--- src/rtl/fifo_ctrl.sv ---
// fifo_ctrl: sequencing and status for a register-file FIFO datapath.
// Decodes write/read requests into the register-file write enable and the
// output-latch load enable, keeps the read and write pointers and the
// occupancy count, and drives the handshake and status flags. No data lives here.
module fifo_ctrl #(
  parameter int AW = 3
) (
  input  logic          clk,
  input  logic          reset_n,
  input  logic          wr_req,
  input  logic          rd_req,
  output logic          mem_we,
  output logic          mem_re,
  output logic [AW-1:0] mem_waddr,
  output logic [AW-1:0] mem_raddr,
  output logic          full,
  output logic          empty,
  output logic          wr_ack,
  output logic          wr_err,
  output logic          rd_ack,
  output logic          rd_err,
  output logic [AW:0]   data_count
);

  // Occupancy value meaning "every entry holds data" (2**AW).
  localparam logic [AW:0] DEPTH_CNT = {1'b1, {AW{1'b0}}};

  typedef enum logic [2:0] {
    INIT   = 3'd0,
    NO_OP  = 3'd1,
    WRITE  = 3'd2,
    WR_ERR = 3'd3,
    READ   = 3'd4,
    RD_ERR = 3'd5
  } state_t;

  state_t        state_reg;
  state_t        state_next;
  logic [AW-1:0] wr_ptr_reg;
  logic [AW-1:0] rd_ptr_reg;
  logic [AW:0]   count_reg;

  // Status comes straight from the registered count, so it shows the
  // post-operation occupancy one cycle after the request edge.
  assign full       = (count_reg == DEPTH_CNT);
  assign empty      = (count_reg == '0);
  assign mem_waddr  = wr_ptr_reg;
  assign mem_raddr  = rd_ptr_reg;
  assign data_count = count_reg;

  // State register; INIT is held only while reset is asserted.
  always_ff @(posedge clk or negedge reset_n) begin
    if (!reset_n) begin
      state_reg <= INIT;
    end else begin
      state_reg <= state_next;
    end
  end

  // Next state: a lone request is accepted or rejected according to the
  // current fill level; simultaneous requests are both ignored.
  always_comb begin
    state_next = NO_OP;
    if (wr_req && !rd_req) begin
      state_next = full ? WR_ERR : WRITE;
    end else if (rd_req && !wr_req) begin
      state_next = empty ? RD_ERR : READ;
    end
  end

  // Outputs: enables follow the live requests, flags follow the state register.
  always_comb begin
    mem_we = wr_req && !rd_req && !full;
    mem_re = rd_req && !wr_req && !empty;
    wr_ack = (state_reg == WRITE);
    wr_err = (state_reg == WR_ERR);
    rd_ack = (state_reg == READ);
    rd_err = (state_reg == RD_ERR);
  end

  // Pointers and count move on the edge that enters WRITE or READ; the
  // datapath uses the old pointer value on that same edge. Pointers wrap freely.
  always_ff @(posedge clk or negedge reset_n) begin
    if (!reset_n) begin
      wr_ptr_reg <= '0;
      rd_ptr_reg <= '0;
      count_reg  <= '0;
    end else begin
      if (state_next == WRITE) begin
        wr_ptr_reg <= wr_ptr_reg + 1'b1;
        count_reg  <= count_reg + 1'b1;
      end else if (state_next == READ) begin
        rd_ptr_reg <= rd_ptr_reg + 1'b1;
        count_reg  <= count_reg - 1'b1;
      end
    end
  end

  // Occupancy must stay within 0..2**AW; an underflow wraps above the limit,
  // so one bound check covers both directions.
  always_ff @(posedge clk) begin
    if (reset_n) begin
      assert (count_reg <= DEPTH_CNT)
        else $error("fifo_ctrl: occupancy out of range: %0d", count_reg);
      assert (!(mem_we && mem_re))
        else $error("fifo_ctrl: write and read enables both high");
    end
  end

endmodule

--- config.mk ---
export PLATFORM = sky130hd
export DESIGN_NAME = fifo_ctrl
export DESIGN_NICKNAME = d
export VERILOG_FILES = /design/src/rtl/fifo_ctrl.sv
export SDC_FILE = /design/constraint.sdc
export NUM_CORES = 1
export LEC_CHECK = 0
export CAP_MARGIN = 20
export CORE_UTILIZATION = 46
export CTS_CLUSTER_DIAMETER = 150
export DETAILED_ROUTE_END_ITERATION = 8
export PLACE_DENSITY = 0.81
export SYNTH_ARGS = -nofsm -noshare
export SYNTH_HDL_FRONTEND = slang
export SYNTH_SLANG_ARGS = --single-unit
--- constraint.sdc ---
create_clock -name clk -period 3.95 [get_ports clk]
set_clock_uncertainty 0.2 [all_clocks]
set_input_delay 0.79 -clock clk [delete_from_list [all_inputs] [get_ports clk]]
set_output_delay 0.79 -clock clk [all_outputs]
set_load 0.01 [all_outputs]
; ---- Word-level counts from Yosys, hierarchy flattened
; Cells that the tools add are included.
[totals]
regBits = 13
inputBits = 4
output_inout_bits = 18
word_cells = 33
[classes]
add_sub_neg = 4
eq_ne = 7
muxes = 6
bitwise = 1
n_reduce_logical = 11
[ops]
columns = operator, n
row1 = $eq A3 B2 Y1 const B, 3
row2 = $eq A3 B3 Y1 const B, 3
row3 = $mux W4, 2
row4 = $add A3 B1 Y3 const B, 2
row5 = $mux W3, 2
row6 = $add A4 B1 Y4 const B, 1
row7 = $eq A4 B4 Y1 const B, 1
row8 = $logic_and A1 B1 Y1, 4
row9 = $logic_not A1 Y1, 4
row10 = $logic_not A4 Y1, 1
row11 = $sub A4 B1 Y4 const B, 1
row12 = $mux W1, 2
row13 = $reduce_and A2 Y1, 1
row14 = $reduce_bool A2 Y1, 1
row15 = $not A1 Y1, 1

; ---- Logic depth before layout (Yosys ltp)
; Gate-level depths: netlist of the first run.
[depth]
word_depth = 7
ltp_mapped = 9
mapped_depth_nobuf = 8

; ---- Worst setup path after synthesis of the first run
; OpenSTA, ideal clock, no wires.
[synth_timing]
path_type = input to register
start = in wr_req
end = reg count_reg[3], in the netlist data_count[3]
setup_time_ps = 80
t_arrival_ps = 2246
t_required_ps = 3670
path_slack_ps = 1424
cell_stages = 9
n_path_buf = 1
path_cell_list = nor2b_1 > nor2b_1 > buf_2 > inv_1 > ha_1 > a21o_1 > a21oi_1 > mux2i_1 > xnor2_1
[synth_via]
elab_chain_cells = 6
word_cells_on_any_way = 9
cone_classes = eq/ne: 2 / mux: 3 / reduce/logical: 4
[synth_rtl]
columns = item, line
row1 = from (decl), 10  ; input logic wr_req,
row2 = $logic_not A1 Y1, 66  ; end else if (rd_req && !wr_req) begin
row3 = $logic_and A1 B1 Y1, 66
row4 = $mux W3, 66
row5 = $mux W3 *, 64  ; if (wr_req && !rd_req) begin
row6 = $eq A3 B2 Y1 / $eq A3 B3 Y1 (equally long branches), "89, 92"
row7 = $mux W4 / $reduce_bool A2 Y1 (equally long branches), --
row8 = to (signal assigned), 91  ; count_reg <= count_reg + 1'b1;
row9 = to (signal assigned), 94  ; count_reg <= count_reg - 1'b1;
row10 = to (decl), 41  ; logic [AW:0] count_reg;
; Mark *: on every way between the ends. The rest lies on a longest branch, timed or not.
; A chain may end at the register's enable or synchronous reset.

; ---- Worst setup path in the final report of the first run
[layout_timing]
start = in rd_req
end = out mem_re
[layout_via]
elab_chain_cells = 2
[layout_rtl]
columns = item, line
row1 = from (decl), 11  ; input logic rd_req,
row2 = $logic_and A1 B1 Y1 (2 in a row), 74  ; mem_re = rd_req && !wr_req && !empty;
row3 = to (decl), 13  ; output logic mem_re,
; No other way between the ends.

==> results.sh, run 1 <==
export IMPL_wl_per_cell_um=12.3
export IMPL_synthTopCellsByArea="dfrtp_1 50%, ha_1 7.7%, xnor2_1 5.4%"
export IMPL_crit_chain="clkdlybuf4s50_1 > nor2b_1 > nor2b_1 > buf_4 > clkdlybuf4s50_1"
export IMPL_synth_top_area_cell="dfrtp_1"
export IMPL_start_util_pct=50.0
export IMPL_crit_path_end_kind="primary output"
export IMPL_first_iter_violations=2
export IMPL_finalSetupTns_ns=0
export IMPL_max_slew_margin_pct=61.8
export IMPL_grt_overflow=0
export IMPL_pre_cts_slack_ns=0.658
export IMPL_synthTopCellsByCount="13 x dfrtp_1, 4 x ha_1, 4 x nor2b_1, 4 x xnor2_1, 3 x xor2_1"
export IMPL_tritoncts="yes"
export IMPL_grt_start_max_net_pins=14
export IMPL_critPathKind="primary input to primary output"
export IMPL_ys_flop_type="dfrtp_1"
export IMPL_rr_worst_depth=9
export IMPL_power_switching_uw=229
export IMPL_hold_depth=1
export IMPL_cts_sinks=13
export IMPL_synthCells=49
export IMPL_p_comb_share_pct=49.4
export IMPL_reg2reg_from="data_count[1]"
export IMPL_synth_distinct_cells=19
export IMPL_fmax_mhz=304
export IMPL_synth_edf_count=0
export IMPL_antenna_cells=0
export IMPL_rrSetupSlack_ns=1.49
export IMPL_critPathBufInv=3
export IMPL_insertion_delay_ns=0.27
export IMPL_min_path_type="flop to flop"
export IMPL_num_io_pins=22
export IMPL_instances_no_fill=89
export IMPL_place_gp_congestion=0.677
export IMPL_leakagePower_nw=0.398
export IMPL_cp_startpoint="rd_req"
export IMPL_highest_layer="met4"
export IMPL_wirelength_um=1090
export IMPL_grt_pass1_vias=396
export IMPL_netlist_area_um2=651
export IMPL_switching_share_pct=34.1
export IMPL_yosys_warnings=0
export IMPL_crit_required_ns=2.96
export IMPL_rsz0062_at_grt="false"
export IMPL_synth_nets=58
export IMPL_hold_end="mem_raddr[2]"
export IMPL_cts_buffer_depth=2
export IMPL_clockPowerShare_pct=12.0
export IMPL_arrival_ns=2.30
export IMPL_root_buffer="clkbuf_4"
export IMPL_p_int_uw=443
export IMPL_syn_area_per_cell_um2=13.3
export IMPL_first_pass_iters=4
export IMPL_grt_usage_pct=18.3
export IMPL_vias_per_cell=4.80
export IMPL_vias=427
export IMPL_critPathTopFamily="buffers and inverters"
export IMPL_met1Wirelength_um=510
export IMPL_cp_slowest_cell="clkdlybuf4s50_1"
export IMPL_start_kind="primary input"
export IMPL_numCtsBuffers=3
export IMPL_timing_final_ws_setup_ns=0.660
export IMPL_layout_nets=84
export IMPL_io_buffers=21
export IMPL_synth_top_cell_area_share_pct=50.0
export IMPL_hold_violations=0
export IMPL_dp_cells=85
export IMPL_route_met2_wl_um=521
export IMPL_drv_slew=0
export IMPL_status="completed"
export IMPL_route_met3_wl_um=42
export IMPL_p_per_area_nw_per_um2=738
export IMPL_min_from="mem_raddr[2]"
export IMPL_crit_path_max_fanout=6
export IMPL_slowest_delay_ns=0.53
export IMPL_setup_viol=0
export IMPL_synthArstFlopShare_pct=100
export IMPL_die_x_um=39.6
export IMPL_fin_crit_ns=3.29
export IMPL_rr_endpoint="data_count[3]"
export IMPL_grt_antenna_before_repair=0
export IMPL_core_um2=1300
export IMPL_die_area_um2=1570
export IMPL_largest_reg_flops=4
export IMPL_ctsResizeCount=0
export IMPL_worstMarginPinSlew_ns=0.571
export IMPL_area_delta_synth_final_pct=40.0
export IMPL_ant_nets=0
export IMPL_synth_most_common_cell="dfrtp_1"
export IMPL_ir_drop_mv=0.439
export IMPL_h_tree_depth=1
export IMPL_cap_violations=0
export IMPL_cts_hold_buffers=0
export IMPL_rows=13
export IMPL_drive_gt1_share_pct=16.2
export IMPL_synth_seq_cells=13
export IMPL_grt_pass1_wl_um=1790
export IMPL_utilization_pct=70.0
export IMPL_clkTransAtPathRegs_ns=0.08
export IMPL_period_share_pct=83.3
export IMPL_power_total_uw=672
export IMPL_ys_seq_area_share_pct=50.0
export IMPL_die_h_um=39.6
export IMPL_post_cts_buffers=0
export IMPL_seq_power_share_pct=38.6
export IMPL_drc=0
## kinds of logic (layout without fill, tap and decap cells)
logic type,count (synthesis),after routing,share of synthesized area [%]
buffers and inverters,4,29,2.69
XOR/XNOR,7,7,9.42
AND/OR/NAND/NOR,13,13,15.6
flip-flops,13,13,50.0
AO/OA/AOI/OAI,2,2,1.92
adder cells (fa/ha/maj),5,5,10.8
multiplexers,5,5,9.62
## layer usage
metal / up-vias / global-route usage, %
met3: 2 / 5.11
met2: 14 / 27.5
li1: 213 / -
met4: 0 / 10.3
met1: 198 / 23.0
met5: - / 0
## area by class of cell
cell class                 instances  area [um2]
fill                             114         390
tap                               15        18.8
clock buffer                       4        26.3
sequential                        13         325
multi-input combinational         32         308
inverter                           2        7.51
timing repair buffer              23         225
## worst register-to-register path: cells and delay by family (launching register included)
family / cells / cell delay (ns)
flops: 1 / 0.47
mux: 1 / 0.26
buf+inv: 2 / 0.28
simple gates: 2 / 0.46
compound gates: 2 / 0.35
fa+ha+maj: 1 / 0.24
xor+xnor: 1 / 0.14
## worst max-delay path by stage
stage	endpoint	slack (ns)	cells after the start
detailed placement	mem_re	0.66	5
global placement	mem_re	0.68	5
global route	mem_we	0.56	5
floorplan	data_count[3]	1.42	9
finish	mem_re	0.66	5
CTS	mem_re	0.64	5
## stage by stage
stage | hold slack, ns | cell area (um2)
after global placement | 0.259 | 885
final | 0.270 | 911
after floorplan | 0.294 | 651
after global routing | 0.297 | 911
after CTS | 0.276 | 911
after detailed placement | 0.266 | 885
## power groups by stage
stage	clock (mW)	combinational [mW]	sequential, mW
finish	0.0805	0.332	0.259
global route	0.0896	0.374	0.271
CTS	0.0840	0.337	0.261
detailed placement	0	0.334	0.263
global placement	0	0.328	0.261
floorplan	0	0.156	0.279
## layout by cell type (no fill, tap or decap)
master / instances
mux2i_1: 1
nor4_2: 1
nor2b_1: 4
nor4b_2: 1
mux2_2: 2
ha_1: 4
xor2_1: 3
clkdlybuf4s50_1: 21
or2_4: 1
mux2_4: 2
buf_4: 2
clkbuf_4: 3
dfrtp_1: 13
nor3b_1: 2
clkbuf_1: 1
inv_1: 2
a21o_1: 1
fa_1: 1
and3b_1: 2
a21oi_1: 1
xnor2_1: 4
nand2_1: 2
Power figures use the tool's default switching activity.
==> run 2, diff against run 1 <==
CORE_UTILIZATION = 43   (was 46)
PLACE_DENSITY = 0.76   (was 0.81)
clock period = 3.2 ns   (was 3.95 ns; I/O delays follow)
==> run 2 against run 1 <==
- die area grew 6.6%
- sequential cell count is the same
- power grew 23%
- via count grew 4.2%
- count of clock-buffer cells in the layout is the same
- critical path depth shrank 1
- core utilization shrank 2.5 points
- critical endpoint is now mem_we
- register-to-register slack lost 0.62 ns
- worst setup slack lost 0.42 ns
==> results.sh, run 2 (synthesis gave the netlist of run 1 again) <==
export IMPL_crit_path_end_kind="primary output"
export IMPL_wl_per_cell_um=12.2
export IMPL_setup_viol=0
export IMPL_start_kind="primary input"
export IMPL_hold_depth=1
export IMPL_tritoncts="yes"
export IMPL_cp_startpoint="wr_req"
export IMPL_die_area_um2=1670
export IMPL_fillers=110
export IMPL_grt_pass1_wl_um=1570
export IMPL_hold_end="mem_raddr[2]"
export IMPL_insertion_delay_ns=0.27
export IMPL_ant_nets=0
export IMPL_drive_gt1_share_pct=16.2
export IMPL_io_buffers=21
export IMPL_max_slew_margin_pct=61.2
export IMPL_place_gp_congestion=0.731
export IMPL_h_tree_depth=1
export IMPL_post_cts_buffers=0
export IMPL_grt_usage_pct=16.0
export IMPL_reg2reg_from="data_count[1]"
export IMPL_p_per_area_nw_per_um2=910
export IMPL_root_buffer="clkbuf_4"
export IMPL_num_io_pins=22
export IMPL_power_total_uw=829
export IMPL_rrSetupSlack_ns=0.87
export IMPL_rsz0062_at_grt="false"
export IMPL_rr_worst_depth=8
export IMPL_ctsResizeCount=0
export IMPL_cap_violations=0
export IMPL_cts_sinks=13
export IMPL_final_cell_mix="21 x clkdlybuf4s50_1, 13 x dfrtp_1, 4 x nor2b_1, 4 x xnor2_1, 4 x ha_1"
export IMPL_critPathKind="primary input to primary output"
export IMPL_min_from="mem_raddr[2]"
export IMPL_drv_slew=0
export IMPL_period_share_pct=92.4
export IMPL_rows=13
export IMPL_grt_overflow=0
export IMPL_fin_crit_ns=2.96
export IMPL_finalSetupTns_ns=0
export IMPL_first_iter_violations=5
export IMPL_numCtsBuffers=3
export IMPL_rr_endpoint="data_count[3]"
export IMPL_arrival_ns=2.12
export IMPL_leakagePower_nw=0.398
export IMPL_crit_required_ns=2.36
export IMPL_fmax_mhz=338
export IMPL_dp_hpwl_um=845
export IMPL_crit_path_max_fanout=4
export IMPL_worstMarginPinSlew_ns=0.580
export IMPL_final_common_cell="clkdlybuf4s50_1"
export IMPL_antenna_cells=0
export IMPL_start_util_pct=48.2
export IMPL_core_um2=1350
export IMPL_grt_pass1_vias=354
export IMPL_vias=445
export IMPL_design_area_um2=911
export IMPL_die_h_um=40.9
export IMPL_clkTransAtPathRegs_ns=0.08
export IMPL_grt_start_max_net_pins=14
export IMPL_cts_hold_buffers=0
export IMPL_area_delta_synth_final_pct=40.0
export IMPL_grt_antenna_before_repair=0
export IMPL_status="completed"
export IMPL_postPlaceCellArea_um2=885
export IMPL_first_pass_iters=3
export IMPL_vias_per_cell=5.00
export IMPL_hold_violations=0
export IMPL_cts_buffer_depth=2
export IMPL_wirelength_um=1090
export IMPL_largest_reg_flops=4
export IMPL_ir_drop_mv=0.543
export IMPL_min_path_type="flop to flop"
export IMPL_layout_nets=84
export IMPL_die_x_um=40.9
export IMPL_drc=0
## run 2: cell counts in the layout (fill, tap and decap cells not counted)
Identical to the previous run, type by type.
## run 2: routing by layer
layer	track usage (%)	vias to the layer above	part of all wire (%)	routed length (um)
met5	0	-	0	0
met4	17.5	0	3.3	36
met3	1.63	4	3.0	33
met2	23.8	16	45	495
met1	18.8	212	48	524
li1	-	213	-	-
## run 2: through the flow
| stage | hold WS (ns) | cells | utilization [%] | setup slack, ns |
|---|---|---|---|---|
| finish | 0.272 | 89 | 67.5 | 0.244 |
| global route | 0.306 | 89 | 67.5 | 0.124 |
| CTS | 0.276 | 89 | 67.5 | 0.215 |
| detailed placement | 0.261 | 85 | 65.5 | 0.228 |
| global placement | 0.259 | 85 | 65.5 | 0.239 |
| floorplan | 0.144 | 49 | - | 0.767 |
## run 2: worst max-delay path: stages
cell and delay [ns]:
clkdlybuf4s50_1 0.47, nor2b_1 0.15, nor2b_1 0.26, clkdlybuf4s50_1 0.60
## run 2: report_power, final
part           total [mW]  internal, mW  switching (mW)
logic               0.409         0.263           0.146
clock network      0.0991        0.0483          0.0508
registers           0.321         0.235          0.0855
## run 2: area by class of cell
class / count / area [um2] / share of cell area (%)
clock buffer: 4 / 26.3 / 2.88
inverter: 2 / 7.51 / 0.824
multi-input combinational: 32 / 308 / 33.8
sequential: 13 / 325 / 35.7
tap: 15 / 18.8 / 2.06
timing repair buffer: 23 / 225 / 24.7
## run 2: worst max path at each step
stage / to / slack [ns]
after floorplan: data_count[3] / 0.77
after global placement: mem_we / 0.24
after detailed placement: mem_we / 0.23
after CTS: mem_we / 0.21
after global routing: mem_we / 0.12
final: mem_we / 0.24
